<file path="config.mk">
export PLATFORM = sky130hd
export DESIGN_NAME = shared_reg_arbiter_flat
export DESIGN_NICKNAME = d
export VERILOG_FILES = /design/src/rtl/shared_reg_arb_pkg.sv /design/src/rtl/shared_reg_arbiter_if.sv /design/src/rtl/shared_reg_arbiter_rr_picker.sv /design/src/rtl/shared_reg_arbiter.sv /design/src/flat_wrapper.sv
export SDC_FILE = /design/constraint.sdc
export NUM_CORES = 1
export LEC_CHECK = 0
export ABC_AREA = 1
export BUFFER_PORTS_ARGS = -buffer_cell sky130_fd_sc_hd__buf_2
export CELL_PAD_IN_SITES_DETAIL_PLACEMENT = 0
export CELL_PAD_IN_SITES_GLOBAL_PLACEMENT = 1
export CORE_MARGIN = 4
export CORE_UTILIZATION = 29
export DETAILED_ROUTE_END_ITERATION = 12
export PLACE_DENSITY = 0.87
export RECOVER_POWER = 50
export SETUP_SLACK_MARGIN = 0.1
export SLEW_MARGIN = 30
export SYNTH_ARGS = -nofsm -noshare
export SYNTH_HDL_FRONTEND = slang
export SYNTH_SLANG_ARGS = --single-unit
</file>
<file path="constraint.sdc">
create_clock -name clk -period 3.9 [get_ports clk]
set_input_delay 0.975 -clock clk [delete_from_list [all_inputs] [get_ports clk]]
set_output_delay 0.975 -clock clk [all_outputs]
set_load 0.01 [all_outputs]
</file>
<file path="src/rtl/shared_reg_arb_pkg.sv">
// rtl/shared_reg_arb_pkg.sv - shared types, constants and round-robin helper for shared_reg_arbiter
// Purpose : FSM state type, default data width and the round-robin search
//           function used by rr_picker.
// Ports   : none (package)
// Config  : SHARED_REG_ARB_PARITY_EN is not used here.
package shared_reg_arb_pkg;

    typedef enum logic [0:0] {
        IDLE = 1'b0,
        OWN  = 1'b1
    } arb_state_e;

    // Default shared register width (2 * default WIDTH of 32).
    localparam int DW = 64;

    // Widest requester vector the helper is sized for.
    localparam int MAX_REQ = 8;

    // Returns the first set request scanning last+1, last+2, ... modulo n.
    // When nothing is requested the result is 'last'; callers gate with |req.
    function automatic logic [2:0] rr_pick(input logic [MAX_REQ-1:0] req,
                                           input logic [2:0]         last,
                                           input int                 n);
        logic [2:0] sel;
        logic       found;
        int         idx;
        logic [2:0] idx3;
        sel   = last;
        found = 1'b0;
        for (int k = 1; k <= MAX_REQ; k++) begin
            idx  = (int'(last) + k) % n;
            idx3 = idx[2:0];
            if (k <= n && !found && req[idx3]) begin
                sel   = idx3;
                found = 1'b1;
            end
        end
        return sel;
    endfunction

endpackage

</file>
<file path="src/rtl/shared_reg_arbiter_if.sv">
// rtl/shared_reg_arbiter_if.sv - requester/output bus bundle for shared_reg_arbiter
// Purpose : groups the per-requester request side and the shared register side.
// Ports   : req, lock, wdata (requesters -> arbiter);
//           gnt, q, q_valid, owner, busy (arbiter -> requesters/output bus);
//           q_par (arbiter -> output bus, only with SHARED_REG_ARB_PARITY_EN).
// Modports: slave = arbiter side, master = requester/bench side.
interface shared_reg_arbiter_if #(
    parameter int NREQ  = 4,
    parameter int WIDTH = 32
);
    localparam int DWL = 2 * WIDTH;
    localparam int OW  = $clog2(NREQ);

    logic [NREQ-1:0]     req;
    logic [NREQ-1:0]     lock;
    logic [NREQ*DWL-1:0] wdata;
    logic [NREQ-1:0]     gnt;
    logic [DWL-1:0]      q;
    logic                q_valid;
    logic [OW-1:0]       owner;
    logic                busy;
`ifdef SHARED_REG_ARB_PARITY_EN
    logic                q_par;
`endif

    modport slave (
        input  req, lock, wdata,
`ifdef SHARED_REG_ARB_PARITY_EN
        output q_par,
`endif
        output gnt, q, q_valid, owner, busy
    );

    modport master (
        output req, lock, wdata,
`ifdef SHARED_REG_ARB_PARITY_EN
        input  q_par,
`endif
        input  gnt, q, q_valid, owner, busy
    );

endinterface

</file>
<file path="src/rtl/shared_reg_arbiter_rr_picker.sv">
// rtl/shared_reg_arbiter_rr_picker.sv - combinational round-robin search
// Purpose : selects the next requester after 'last' with wrap-around.
// Ports   : req  in  NREQ   request vector
//           last in  OW     index of the previous owner
//           sel  out OW     chosen index (valid when any=1)
//           any  out 1      at least one request present
module rr_picker
    import shared_reg_arb_pkg::*;
#(
    parameter int NREQ = 4,
    parameter int OW   = $clog2(NREQ)
) (
    input  logic [NREQ-1:0] req,
    input  logic [OW-1:0]   last,
    output logic [OW-1:0]   sel,
    output logic            any
);
    logic [MAX_REQ-1:0] reqExt;
    logic [2:0]         lastExt;
    logic [2:0]         pick;

    assign reqExt  = MAX_REQ'(req);
    assign lastExt = 3'(last);
    assign pick    = rr_pick(reqExt, lastExt, NREQ);
    assign sel     = pick[OW-1:0];
    assign any     = |req;

endmodule

</file>
<file path="src/rtl/shared_reg_arbiter.sv">
// rtl/shared_reg_arbiter.sv - round-robin owner of a shared 2*WIDTH-bit output register
// Purpose : grants one requester at a time, latches its write data into the
//           shared register, holds ownership across locked bursts up to
//           HOLD_MAX beats, then releases with one dead cycle before the
//           next grant.
// Ports   : clk  in  clock
//           rst  in  synchronous active-high reset
//           bus  slave modport of shared_reg_arbiter_if
//                (req, lock, wdata in; gnt, q, q_valid, owner, busy out)
// Config  : SHARED_REG_ARB_PARITY_EN adds bus.q_par = ^wdata[owner],
//           registered alongside q.
module shared_reg_arbiter
    import shared_reg_arb_pkg::*;
#(
    parameter int NREQ     = 4,
    parameter int WIDTH    = 32,
    parameter int HOLD_MAX = 15
) (
    input  logic                 clk,
    input  logic                 rst,
    shared_reg_arbiter_if.slave  bus
);
    localparam int DWL = 2 * WIDTH;
    localparam int OW  = $clog2(NREQ);

    localparam logic [0:0] stIdle  = IDLE;
    localparam logic [0:0] stOwn   = OWN;
    localparam logic [7:0] holdLim = 8'(HOLD_MAX);

    logic [0:0]      state;
    logic [7:0]      beatCnt;
    logic [7:0]      beatNext;
    logic [OW-1:0]   ownerR;
    logic [NREQ-1:0] gntR;
    logic [DWL-1:0]  qR;
    logic            qValidR;
    logic [DWL-1:0]  ownerData;
    logic            ownerReq;
    logic            ownerLock;
    logic [OW-1:0]   pickSel;
    logic            pickAny;
`ifdef SHARED_REG_ARB_PARITY_EN
    logic            qParR;
`endif

    rr_picker #(.NREQ(NREQ), .OW(OW)) uPicker (
        .req  (bus.req),
        .last (ownerR),
        .sel  (pickSel),
        .any  (pickAny)
    );

    assign ownerData = bus.wdata[int'(ownerR)*DWL +: DWL];
    assign ownerReq  = bus.req[ownerR];
    assign ownerLock = bus.lock[ownerR];
    assign beatNext  = beatCnt + 8'd1;

    always_ff @(posedge clk) begin
        if (rst) begin
            state   <= stIdle;
            beatCnt <= '0;
            ownerR  <= OW'(NREQ - 1);
            gntR    <= '0;
            qR      <= '0;
            qValidR <= 1'b0;
`ifdef SHARED_REG_ARB_PARITY_EN
            qParR   <= 1'b0;
`endif
        end else begin
            qValidR <= 1'b0;
            case (state)
                stIdle: begin
                    beatCnt <= '0;
                    if (pickAny) begin
                        gntR   <= NREQ'(1) << pickSel;
                        ownerR <= pickSel;
                        state  <= stOwn;
                    end else begin
                        gntR <= '0;
                    end
                end
                default: begin
                    if (ownerReq) begin
                        qR      <= ownerData;
                        qValidR <= 1'b1;
                        beatCnt <= beatNext;
`ifdef SHARED_REG_ARB_PARITY_EN
                        qParR   <= ^ownerData;
`endif
                        // Keep the bus only while locked and under the beat cap;
                        // the cap check uses the post-increment count.
                        if (!(ownerLock && (beatNext < holdLim))) begin
                            gntR  <= '0;
                            state <= stIdle;
                        end
                    end else begin
                        // Owner withdrew: release without touching q.
                        gntR  <= '0;
                        state <= stIdle;
                    end
                end
            endcase
        end
    end

    assign bus.gnt     = gntR;
    assign bus.q       = qR;
    assign bus.q_valid = qValidR;
    assign bus.owner   = ownerR;
    assign bus.busy    = (state == stOwn);
`ifdef SHARED_REG_ARB_PARITY_EN
    assign bus.q_par   = qParR;
`endif

endmodule

</file>
<file path="src/flat_wrapper.sv">
// flat-port wrapper written by rule: the top's interface ports become plain ports
module shared_reg_arbiter_flat import shared_reg_arb_pkg::*;
#(
    parameter int NREQ     = 4,
    parameter int WIDTH    = 32,
    parameter int HOLD_MAX = 15
)
  (clk, rst, bus_req, bus_lock, bus_wdata, bus_gnt, bus_q, bus_q_valid, bus_owner, bus_busy);
  shared_reg_arbiter_if #(.NREQ(NREQ), .WIDTH(WIDTH)) bus_i ();
  input  logic clk;
  input  logic rst;
  input wire logic [$bits(bus_i.req)-1:0] bus_req;
  input wire logic [$bits(bus_i.lock)-1:0] bus_lock;
  input wire logic [$bits(bus_i.wdata)-1:0] bus_wdata;
  output wire logic [$bits(bus_i.gnt)-1:0] bus_gnt;
  output wire logic [$bits(bus_i.q)-1:0] bus_q;
  output wire logic [$bits(bus_i.q_valid)-1:0] bus_q_valid;
  output wire logic [$bits(bus_i.owner)-1:0] bus_owner;
  output wire logic [$bits(bus_i.busy)-1:0] bus_busy;
  assign bus_i.req = bus_req;
  assign bus_i.lock = bus_lock;
  assign bus_i.wdata = bus_wdata;
  assign bus_gnt = bus_i.gnt;
  assign bus_q = bus_i.q;
  assign bus_q_valid = bus_i.q_valid;
  assign bus_owner = bus_i.owner;
  assign bus_busy = bus_i.busy;
  shared_reg_arbiter #(.NREQ(NREQ), .WIDTH(WIDTH), .HOLD_MAX(HOLD_MAX)) u_core (.clk(clk), .rst(rst), .bus(bus_i));
endmodule
</file>
# Word-level counts from Yosys, hierarchy flattened
# Index checks and enable logic that the tools add are counted.
# word_totals
regBits	80
inputBits	266
out_inout_bits	72
elab_cells	68
# op_classes
add_sub_neg	5
order_cmp	6
n_eq_ne	1
shift	2
n_mux	28
bitwise_logic	5
reduce_logical	15
# op_table
cell	count
$shiftx A256 B9 Y64	1
$lt A3 B4 Y1 const B	4
$mux W4	4
$mux W1	14
$bmux W1 S3	4
$reduce_or A2 Y1	5
$add A8 B1 Y8 const B	1
$lt A8 B4 Y1 const B	1
$mux W2	4
$add A2 B1 Y2 const B	2
$add A2 B2 Y2 const B	2
$and A1 B1 Y1 const A	4
$bmux W1 S2	2
$logic_and A1 B1 Y1	4
$reduce_and A2 Y1	2
$reduce_or A4 Y1	1
$shl A1 B2 Y4 const A	1
$logic_not A1 Y1	3
$lt A2 B3 Y1 const B	1
$ne A3 B3 Y1 const B	1
$not A1 Y1	1

# Logic depth before layout (Yosys ltp)
# Gate-level depths: netlist of run 1.
# depth
depth_word	18
depth_mapped	14
depth_no_buf	13

# Modules after synthesis
# From an unflattened synthesis of run 1, not the netlist that was laid out.
# hier_totals
cells_unflattened	852
hier_area_um2	5241.3
# by_module_without_submodules
mod	n_inst	cells_per_inst	area_each_um2	seq_area_each_um2
shared_reg_arbiter	1	808	4987.3	1601.5
rr_picker	1	44	254.0	0.0

# Least setup slack after synthesis of run 1
# Ideal clock, no wire load.
# synth_path
path_kind	input-to-reg
from	input port bus_req[1]
to	register u_core.qR[10] (netlist: u_core.bus.q[10])
arrival_ps	1759
required_ps	3768
setup_slack_ps	2009
stages	9
cell_sequence	nand2_1 > nand2_2 > nand2_2 > nand2_4 > nand2_1 > buf_4 > buf_2 > nand2_1 > a21oi_1
# synth_between
elab_chain_len	3
# synth_rtl
element	line	rtl
start, declared	flat_wrapper.sv:12	input wire logic [$bits(bus_i.req)-1:0] bus_req;
$bmux W1 S2	shared_reg_arbiter.sv:54	assign ownerReq = bus.req[ownerR];
$mux W1 (implied by the code)	shared_reg_arbiter.sv:54	
$reduce_and A2 Y1 (no source line)	--	
end signal, assigned	shared_reg_arbiter.sv:84	qR <= ownerData;
end, declared	shared_reg_arbiter.sv:35	logic [DWL-1:0] qR;
# Every way passes these cells. The select of a mux whose other input is x is not followed.
# A chain may end at the register's enable or synchronous reset.

# Final worst setup path of run 1
# layout_path
from	register u_core.state (netlist: u_core.bus.busy)
to	register u_core.beatCnt[7]
# layout_between
elab_chain_len	2
# layout_rtl
element	line	rtl
start, declared	shared_reg_arbiter.sv:30	logic [0:0] state;
start signal, assigned	shared_reg_arbiter.sv:60	state <= stIdle;
start signal, assigned	shared_reg_arbiter.sv:77	state <= stOwn;
start signal, assigned	shared_reg_arbiter.sv:94	state <= stIdle;
$not A1 Y1 (no source line)	--	
$reduce_or A2 Y1 (no source line)	--	
end signal, assigned	shared_reg_arbiter.sv:86	beatCnt <= beatNext;
end, declared	shared_reg_arbiter.sv:31	logic [7:0] beatCnt;
# Every way passes these cells.

==> results of run 1 <==
layout by cell type (no fill, tap or decap), types with 4 or more instances in the layout:
| master | instances |
|---|---|
| buf_4 | 8 |
| nand3_2 | 4 |
| o22ai_1 | 64 |
| buf_2 | 267 |
| o21ai_1 | 27 |
| inv_1 | 15 |
| nand2_2 | 6 |
| dfxtp_1 | 78 |
| clkbuf_16 | 9 |
| o21ai_0 | 113 |
| nor2_1 | 145 |
| clkbuf_1 | 71 |
| nand4_1 | 5 |
| nand2_1 | 111 |
| a21oi_1 | 77 |
| nand3_1 | 76 |
tightest hold or removal path, cell delays in order (launching register included):
cell and delay, ns:
dfxtp_1 0.31, nand2_1 0.06, a21oi_1 0.05
report_power, final:
group,switching (mW),internal [mW]
sequential,0.139,0.978
clock,0.333,0.512
combinational,1.47,0.759
state kept, by name (all words and copies together), names as in the netlist:
| signal | count |
|---|---|
| u_core.bus.q | 64 |
| u_core.beatCnt | 8 |
| u_core.bus.gnt | 4 |
| u_core.bus.owner | 2 |
| u_core.bus.busy | 1 |
| u_core.bus.q_valid | 1 |
layer usage:
layer  routed length [um]  vias to the layer above  global-route usage, %  share of wire (%)
li1                     -                     3380                      -                  -
met4                  314                        2                   5.25                1.5
met2                 9840                      258                   33.7                 48
met1                 8760                     3049                   24.8                 43
met3                 1670                       21                   5.60                8.1
met5                    7                        -                      0              0.034
worst max-delay path by stage:
stage                        start                end
4_1_cts        u_core.bus.owner[0]       bus_owner[0]
2_1_floorplan           bus_req[1]   u_core.bus.q[10]
6_report           u_core.bus.busy  u_core.beatCnt[7]
5_1_grt            u_core.bus.busy  u_core.beatCnt[0]
3_3_place_gp            bus_req[3]   u_core.bus.q[10]
3_5_place_dp            bus_req[1]   u_core.bus.q[22]
layout make-up:
| cell class | instances | area [um2] | share of cell area (%) |
|---|---|---|---|
| multi-input cells | 641 | 3060 | 43.7 |
| clock buffers | 11 | 243 | 3.47 |
| clock inverters | 5 | 56.3 | 0.804 |
| repair buffers | 347 | 1680 | 24.1 |
| inverters | 18 | 70.1 | 1.00 |
| diodes | 1 | 2.50 | 0.0357 |
| flip-flops and latches | 80 | 1610 | 22.9 |
| well taps | 225 | 282 | 4.02 |
metrics by stage:
step	total power, mW	std cells	instance area, um2	hold WS, ns	util [%]
3_5_place_dp	3.40	1311	6790	0.453	39.4
5_1_grt	4.58	1328	7000	0.485	40.6
6_report	4.19	1328	7000	0.464	40.6
4_1_cts	4.27	1327	7090	0.463	41.1
3_3_place_gp	3.41	1311	6790	0.449	39.4
2_1_floorplan	2.74	814	5070	0.459	-
cells by family after synthesis:
group	share of synthesized area, %
and+or+nand+nor	29.6
AOI/OAI and AO/OA	29.9
adders and majority gates	0.494
DFF	31.6
buffers and inverters	8.10
xor gates and xnor gates	0.346
==> qor.csv, run 1 <==
metric;value;unit
drt total wl;20.6;mm
crit-path cells;clkbuf_2 -> inv_1 -> nor2_1 -> o21ai_0 -> a31oi_1;
R2R depth;5;
TritonCTS Buffers;9;
final hold vios;0;
library cells used by synthesis;26;
Die Area;19700;um2
# resized after CTS;0;
routability congestion estimate;0.841;
worst r2r dst;u_core.beatCnt[7];
Worst path depth;5;
core area;17200;um2
status;completed;
Synth Flop Type;dfxtp_1;
DRT antenna net count;0;
worst reg2reg setup slack;1.06;ns
Cell Area, Synth;5070;um2
commonest cells in the netlist;nor2_1, o21ai_0, nand2_1;
io pins;338;
Avg Vias per Cell;5.05;
Setup Viol. Count Final;0;
First DRT Iteration DRCs;337;
layout cells sized above 1;28.4;%
worst-case clock skew;0.00581;ns
Reg clk slew, reported paths;0.06;ns
worst relative slew slack;23.4;%
H-tree depth reported by CTS;3;
CP required;4.16;ns
Slew Viols, Final;0;
asr flop ratio synth;0;%
Synth area leader;dfxtp_1;
Worst Path Buf+Inv;2;
number of global-route vias before repair;6285;
Mean Syn Cell Area;6.23;um2
most common cell in the netlist;nor2_1;
Worst R2R Start;u_core.bus.busy;
num rows;48;
worst setup margin;1.06;ns
drc violations;0;
Post-CTS Hold Buffers;0;
P&R area growth vs syn;38.2;%
Hold EP;u_core.bus.q[58];
pre-CTS setup slack;1.11;ns
delay-heaviest family, CP;flip-flops;
final cycle utilization of the critical path;72.8;%
clk buf depth;2;
cells after synthesis;814;
via count;6710;
Worst path slowest cell;dfxtp_1;
FMAX;352;MHz
Min-Delay Path Depth;2;
Post-synth EDFFs;0;
post-synth top area share;31.6;%
# port buffers;337;
max-cap viol count;0;
nets@finish;1365;
clock latency on the worst-skew pair;0.34;ns
largest net degree at the start of global routing;75;
Tmin final;2.84;ns
WP data arrival;3.10;ns
Synth Register Bits;80;
setup TNS;0;ns
post-CTS setup buffer count;0;
die height;140;um
Root Driver;clkbuf_16;
DR WL/cell;15.5;um
CTS tree;done;
CP max FO;39;
max incr delay on CP;1.07;ns
first-pass GRT wire length;32.2;mm
post-DP HPWL;15.3;mm
GRT Resource Usage Total;19.9;%
Setup Crit Path Kind;flip-flop to flip-flop;
Leakage;2.98;nW
Overflow after GRT;0;
Least-Margin Pin Slew;1.15;ns
Mapped Nets;1082;
VDD IR max;0.289;mV
sequential area share after synthesis;31.6;%
Hold Crit Class;flip-flop to flip-flop;
RSZ-0062 raised after global routing;false;
Hold Startpoint;u_core.bus.q[58];
Initial Util;29.4;%
Sinks on Clock Net;80;
DRT Pass-1 Iters;4;
die width;140;um
Startpoint Class;flip-flop;
Fill cells;1921;
pwr/cell area;599;nW/um2
synth top area cells;dfxtp_1, o21ai_0, nor2_1, nand2_1, o22ai_1;
Worst Setup End Kind;flip-flop;
initial antenna violation count;3;
Synth warnings;0;
Note: power is estimated with default switching activity, not from simulation.
==> run 2, diff against run 1 <==
--- a/config.mk
+++ b/config.mk
@@ -5,14 +5,14 @@
 export SDC_FILE = /design/constraint.sdc
 export NUM_CORES = 1
 export LEC_CHECK = 0
-export ABC_AREA = 1
+export ABC_AREA = 0
 export BUFFER_PORTS_ARGS = -buffer_cell sky130_fd_sc_hd__buf_2
 export CELL_PAD_IN_SITES_DETAIL_PLACEMENT = 0
 export CELL_PAD_IN_SITES_GLOBAL_PLACEMENT = 1
 export CORE_MARGIN = 4
 export CORE_UTILIZATION = 29
 export DETAILED_ROUTE_END_ITERATION = 12
-export PLACE_DENSITY = 0.87
+export PLACE_DENSITY = 0.82
 export RECOVER_POWER = 50
 export SETUP_SLACK_MARGIN = 0.1
 export SLEW_MARGIN = 30
==> constraint.sdc (replaced) <==
create_clock -name clk -period 2.62 [get_ports clk]
set_input_delay 0.655 -clock clk [delete_from_list [all_inputs] [get_ports clk]]
set_output_delay 0.655 -clock clk [all_outputs]
set_load 0.01 [all_outputs]
==> run 2 against run 1 <==
  * Global-route usage shrank 2.6 points
  * Power shrank 7.2%
  * Setup slack got worse by 0.48 ns
  * Critical path depth is 1 lower
  * Non-clock buffer count shrank 1
  * Sequential share of layout area rose by 0.96 points
  * Sequential cell count unchanged
  * Die area decreased by 6.3%
  * Utilization is 1.5 points higher
==> qor.csv, run 2 <==
metric;value;unit;change
cells after synthesis;461;;-43%
Setup Crit Path Kind;flip-flop to flip-flop;;
CP required;2.82;ns;-1.34 ns
final core occ;42.1;%;+1.5 points
final cycle utilization of the critical path;77.9;%;+5.1 points
setup TNS;0;ns;unchanged
Synth area leader;dfxtp_1;;
H-tree depth reported by CTS;3;;unchanged
DRT Pass-1 Iters;4;;unchanged
number of flip-flops in the largest register;64;;unchanged
crit-path cells;buf_4 -> mux4_2 -> nand2_1 -> a21oi_1;;
die width;136;um;-3.2%
via count;4827;;-28%
max incr delay on CP;0.59;ns;-0.48 ns
Ant. Diodes;0;;-1
clock latency on the worst-skew pair;0.34;ns;about the same
Avg Vias per Cell;4.85;;-4.1%
VDD IR max;0.313;mV;+8.2%
Leakage;2.84;nW;-4.6%
P&R area growth vs syn;41.9;%;
Adder-Cell Fraction of Synth Area;0.529;%;+0.035 points
WP data arrival;2.24;ns;-0.86 ns
Cell Area, Synth;4730;um2;-6.6%
# resized after CTS;0;;unchanged
clk buf depth;2;;unchanged
leading cell type in the layout, fill and taps excluded;buf_2;;
asr flop ratio synth;0;%;unchanged
Startpoint Class;flip-flop;;
# port buffers;337;;unchanged
die height;136;um;-3.2%
post-DP HPWL;13.4;mm;-12%
TritonCTS Buffers;9;;unchanged
FMAX;490;MHz;+39%
CP max FO;31;;-21%
Mapped Nets;729;;-33%
post-CTS setup buffer count;0;;unchanged
io pins;338;;unchanged
initial antenna violation count;2;;-1
Simple-Gate Fraction of Synth Area;15.9;%;-14 points
final hold vios;0;;unchanged
drt total wl;16.7;mm;-19%
drc violations;0;;unchanged
Synth warnings;0;;unchanged
Hold Crit Class;flip-flop to flip-flop;;
Setup Viol. Count Final;0;;unchanged
commonest non-fill, non-tap cells in the layout;buf_2, nand2_1, dfxtp_1;;
post-synth top area share;33.9;%;+2.2 points
Slew Viols, Final;0;;unchanged
sequential area share after synthesis;33.9;%;+2.2 points
worst-case clock skew;0.00453;ns;-0.00128 ns
most common cell in the netlist;nand2_1;;
nets@finish;1043;;-24%
routability congestion estimate;0.844;;+0.38%
CTS tree;done;;
Initial Util;29.7;%;+0.27 points
Synth Register Bits;80;;unchanged
Least-Margin Pin Slew;0.606;ns;-0.542 ns
RSZ-0062 raised after global routing;false;;
synth top area cells;dfxtp_1, mux4_2, nand2_1, a21oi_1, buf_6;;
delay-heaviest family, CP;multiplexers;;
Overflow after GRT;0;;unchanged
GRT Resource Usage Total;17.2;%;-2.6 points
max-cap viol count;0;;unchanged
Post-CTS Hold Buffers;0;;unchanged
core area;15900;um2;-7.5%
commonest cells in the netlist;nand2_1, dfxtp_1, mux4_2;;
worst relative slew slack;59.6;%;+36 points
largest family of logic cells by synthesized area;multiplexers;;
Sinks on Clock Net;80;;unchanged
first-pass GRT wire length;24.8;mm;-23%
number of global-route vias before repair;4670;;-26%
library cells used by synthesis;40;;+54%
Synth Flop Type;dfxtp_1;;
layout cells sized above 1;49.0;%;+21 points
Worst path slowest cell;mux4_2;;
DRT antenna net count;0;;unchanged
First DRT Iteration DRCs;230;;-32%
num rows;46;;-4.2%
XOR/XNOR Fraction of Synth Area;1.48;%;+1.1 points
Worst Path Buf+Inv;1;;-1
pwr/cell area;580;nW/um2;-3.3%
Post-synth EDFFs;0;;unchanged
DR WL/cell;16.8;um;+8.0%
Root Driver;clkbuf_16;;
Tmin final;2.04;ns;-0.797 ns
status;completed;;
Mean Syn Cell Area;10.3;um2;+65%
Worst Setup End Kind;flip-flop;;
largest net degree at the start of global routing;50;;-33%
Compound-Gate Fraction of Synth Area;10.6;%;-19 points
multiplexer area fraction after synthesis;31.4;%;+31 points
Reg clk slew, reported paths;0.06;ns;about the same
Die Area;18400;um2;-6.3%
run 2: cell types whose count changed after synthesis, moves of 20 or more:
cell      previous run  this run
nor2_1             145        15
o21ai_0            113         3
nand3_1             76         5
mux4_2               0        66
o22ai_1             64         0
clkbuf_1            52        15
o21ai_1             27         1
a21oi_1             77        57
run 2: cell families (layout without fill, tap and decap cells):
family | count (synthesis) | count (layout)
AOI/OAI and AO/OA | 84 | 84
xor gates and xnor gates | 8 | 8
adders and majority gates | 2 | 2
buffers and inverters | 46 | 365
DFF | 80 | 80
muxes | 66 | 66
and+or+nand+nor | 175 | 175
run 2: worst paths after layout:
kind	slack (ns)	cells after the start	from	to
max	0.58	4	u_core.bus.owner[0]	u_core.bus.q[48]
min	0.45	2	u_core.bus.q[35]	u_core.bus.q[35]
max reg2reg	0.58	4	u_core.bus.owner[0]	u_core.bus.q[48]
min reg2reg	0.45	2	u_core.bus.q[35]	u_core.bus.q[35]
run 2: per-stage QoR:
stage | area (um2) | total power [mW] | cells | setup slack (ns) | hold slack (ns)
2_1_floorplan | 4730 | 2.33 | 461 | 0.776 | 0.481
3_3_place_gp | 6520 | 2.75 | 980 | 0.416 | 0.439
3_5_place_dp | 6520 | 2.76 | 980 | 0.389 | 0.443
4_1_cts | 6810 | 3.99 | 996 | 0.565 | 0.452
5_1_grt | 6710 | 4.13 | 996 | 0.405 | 0.466
6_report | 6710 | 3.89 | 996 | 0.579 | 0.451
run 2: power by group:
part	internal (mW)	switching [mW]
logic	0.656	0.624
registers	1.34	0.0776
clock network	0.690	0.508
total	2.68	1.21
run 2: layer usage:
| metal | part of all wire [%] | global-route usage [%] |
|---|---|---|
| met5 | 0.13 | 0 |
| met3 | 8.2 | 5.83 |
| met4 | 2.3 | 5.71 |
| met1 | 39 | 20.6 |
| met2 | 50 | 29.1 |
run 2: worst reg2reg max path, cell delays in order (launching register included):
cell and delay [ns]:
dfxtp_1 0.57, buf_4 0.57, mux4_2 0.62, nand2_1 0.09
a21oi_1 0.06
run 2: final cells by class:
class | instances | area [um2]
fillers | 1668 | 9230
multi-input cells | 335 | 2840
repair buffers | 346 | 1700
flip-flops and latches | 80 | 1610
well taps | 216 | 270
clock buffers | 11 | 253
clock inverters | 5 | 31.3
inverters | 3 | 11.3
==> run 3, diff against run 2 <==
--- a/config.mk
+++ b/config.mk
@@ -5,12 +5,12 @@
 export SDC_FILE = /design/constraint.sdc
 export NUM_CORES = 1
 export LEC_CHECK = 0
-export ABC_AREA = 0
+export ABC_AREA = 1
 export BUFFER_PORTS_ARGS = -buffer_cell sky130_fd_sc_hd__buf_2
 export CELL_PAD_IN_SITES_DETAIL_PLACEMENT = 0
 export CELL_PAD_IN_SITES_GLOBAL_PLACEMENT = 1
 export CORE_MARGIN = 4
-export CORE_UTILIZATION = 29
+export CORE_UTILIZATION = 27
 export DETAILED_ROUTE_END_ITERATION = 12
 export PLACE_DENSITY = 0.82
 export RECOVER_POWER = 50
==> constraint.sdc (replaced) <==
create_clock -name clk -period 2.12 [get_ports clk]
set_input_delay 0.53 -clock clk [delete_from_list [all_inputs] [get_ports clk]]
set_output_delay 0.53 -clock clk [all_outputs]
set_load 0.01 [all_outputs]
==> run 3 against run 2 <==
  * Global-route usage is 1.6 points higher
  * Largest cell class unchanged
  * Worst hold slack improved by 0.011 ns
  * Via count up 39%
  * Clock-buffer cell count grew 2
==> qor.csv, run 3 (synthesis results as in run 1) <==
metric;value;unit;change
Leakage;3.04;nW;+7.1%
Sinks on Clock Net;80;;unchanged
Setup Crit Path Kind;flip-flop to primary output;;
Setup Viol. Count Final;0;;unchanged
clock network fraction of total power;20.2;%;-11 points
Fill cells;2052;;+23%
VDD IR max;0.557;mV;+78%
pwr/cell area;1110;nW/um2;+91%
core area;18200;um2;+14%
via count;6699;;+39%
Post-CTS Hold Buffers;0;;unchanged
die height;145;um;+6.8%
Avg Vias per Cell;5.00;;+3.2%
num rows;49;;+6.5%
First DRT Iteration DRCs;331;;+44%
Worst Setup End Kind;primary output;;
Comb pwr share;54.1;%;+21 points
largest net degree at the start of global routing;73;;+46%
clk buf depth;2;;unchanged
CTS tree;done;;
Seq pwr share;25.7;%;-11 points
switch share;45.5;%;+14 points
drc violations;0;;unchanged
number of flip-flops in the largest register;64;;unchanged
RSZ-0062 raised after global routing;false;;
Least-Margin Pin Slew;0.516;ns;-0.0903 ns
die width;145;um;+6.8%
first-pass GRT wire length;32.9;mm;+33%
Root Driver;clkbuf_16;;
Overflow after GRT;0;;unchanged
CP required;1.59;ns;-1.23 ns
H-tree depth reported by CTS;3;;unchanged
Slew Viols, Final;0;;unchanged
DR WL/cell;15.7;um;-6.0%
Die Area;21000;um2;+14%
layout cells sized above 1;28.7;%;-20 points
FMAX;521;MHz;
CP max FO;51;;+65%
Reg clk slew, reported paths;0.06;ns;about the same
Most Used Layer, Global Route;met2;;
Initial Util;27.8;%;-1.8 points
Hold Crit Class;flip-flop to flip-flop;;
WP data arrival;1.39;ns;-0.85 ns
Int Pwr;4.30;mW;+60%
DRT antenna net count;0;;unchanged
final core occ;39.2;%;-3.0 points
GRT Resource Usage Total;18.9;%;+1.6 points
worst relative slew slack;65.6;%;+6.0 points
max-cap viol count;0;;unchanged
nets@finish;1371;;+31%
setup TNS;0;ns;unchanged
grt met1 use;22.4;%;+1.7 points
worst-case clock skew;0.00626;ns;+0.00173 ns
number of global-route vias before repair;6244;;+34%
io pins;338;;unchanged
clock latency on the worst-skew pair;0.34;ns;about the same
P&R area growth vs syn;40.7;%;
# port buffers;337;;unchanged
routability congestion estimate;0.826;;-2.1%
leading cell type in the layout, fill and taps excluded;buf_2;;
initial antenna violation count;2;;unchanged
final cycle utilization of the critical path;90.5;%;
status;completed;;
drt total wl;21.1;mm;+26%
commonest non-fill, non-tap cells in the layout;buf_2, nor2_1, o21ai_0;;
DRT Pass-1 Iters;4;;unchanged
Startpoint Class;flip-flop;;
post-DP HPWL;16.0;mm;+19%
Tmin final;1.92;ns;
NetSw;3.59;mW;+200%
final hold vios;0;;unchanged
TritonCTS Buffers;9;;unchanged
met2 usage;32.9;%;+3.8 points
met3 Use GR;5.58;%;-0.25 points
run 3: cell types whose count changed in the layout (fill, tap and decap cells not counted), sizes merged, moves of 15 or more:
cell / before / now
nor2: 15 / 149
nand2: 134 / 119
o22ai: 0 / 64
o21ai: 4 / 140
nand3: 5 / 80
mux4: 66 / 0
inv: 3 / 18
run 3: metal layers:
metal	wire (um)	share of wire [%]
met5	0	0
met4	296	1.4
met2	10200	49
met3	1820	8.6
met1	8750	41
run 3: final cells by class:
class                      count  area, um2  share of cell area (%)
tap                          229        287                    4.02
timing repair buffer         353       1810                    25.4
clock inverter                 3       40.0                   0.562
multi-input combinational    641       3050                    42.8
antenna                        3       7.51                   0.105
sequential                    80       1610                    22.5
inverter                      18       70.1                   0.983
clock buffer                  13        260                    3.65
run 3: power groups by stage:
stage	Sequential, mW	Combinational (mW)	Clock [mW]
after detailed placement	2.05	4.37	0
after floorplan	2.10	2.95	0
final	2.02	4.27	1.59
after CTS	2.02	4.40	1.67
after global placement	2.04	4.39	0
after global routing	2.07	4.81	1.71
run 3: timing repair:
item | in CTS | in global routing
setup endpoints to repair | 1 | 0
hold endpoints to repair | 0 | 0
gates resized for setup | 1 | 0
buffers inserted | 0 | 0
run 3: per-stage QoR:
stage | power (mW) | hold WS (ns) | setup WS, ns | cells | cell area (um2)
3_3_place_gp | 6.43 | 0.447 | 0.364 | 1321 | 6920
3_5_place_dp | 6.42 | 0.451 | 0.367 | 1321 | 6920
4_1_cts | 8.08 | 0.461 | 0.173 | 1337 | 7220
5_1_grt | 8.59 | 0.481 | 0.0642 | 1339 | 7130
6_report | 7.89 | 0.462 | 0.201 | 1340 | 7130
2_1_floorplan | 5.05 | 0.459 | 0.585 | 814 | 5070
run 3: worst max-delay path, cell delays in order (launching register included):
cell and delay (ns):
dfxtp_4 0.50, buf_6 0.34, buf_2 0.20
run 3: path summary, 6_finish.rpt:
| path | slack (ns) | end | cells past startpoint | start |
|---|---|---|---|---|
| setup reg to reg | 0.21 | u_core.beatCnt[2] | 8 | u_core.bus.owner[0] |
| hold reg to reg | 0.46 | u_core.bus.q[9] | 2 | u_core.bus.q[9] |
| setup / recovery | 0.20 | bus_owner[0] | 2 | u_core.bus.owner[0] |
| hold / removal | 0.46 | u_core.bus.q[9] | 2 | u_core.bus.q[9] |
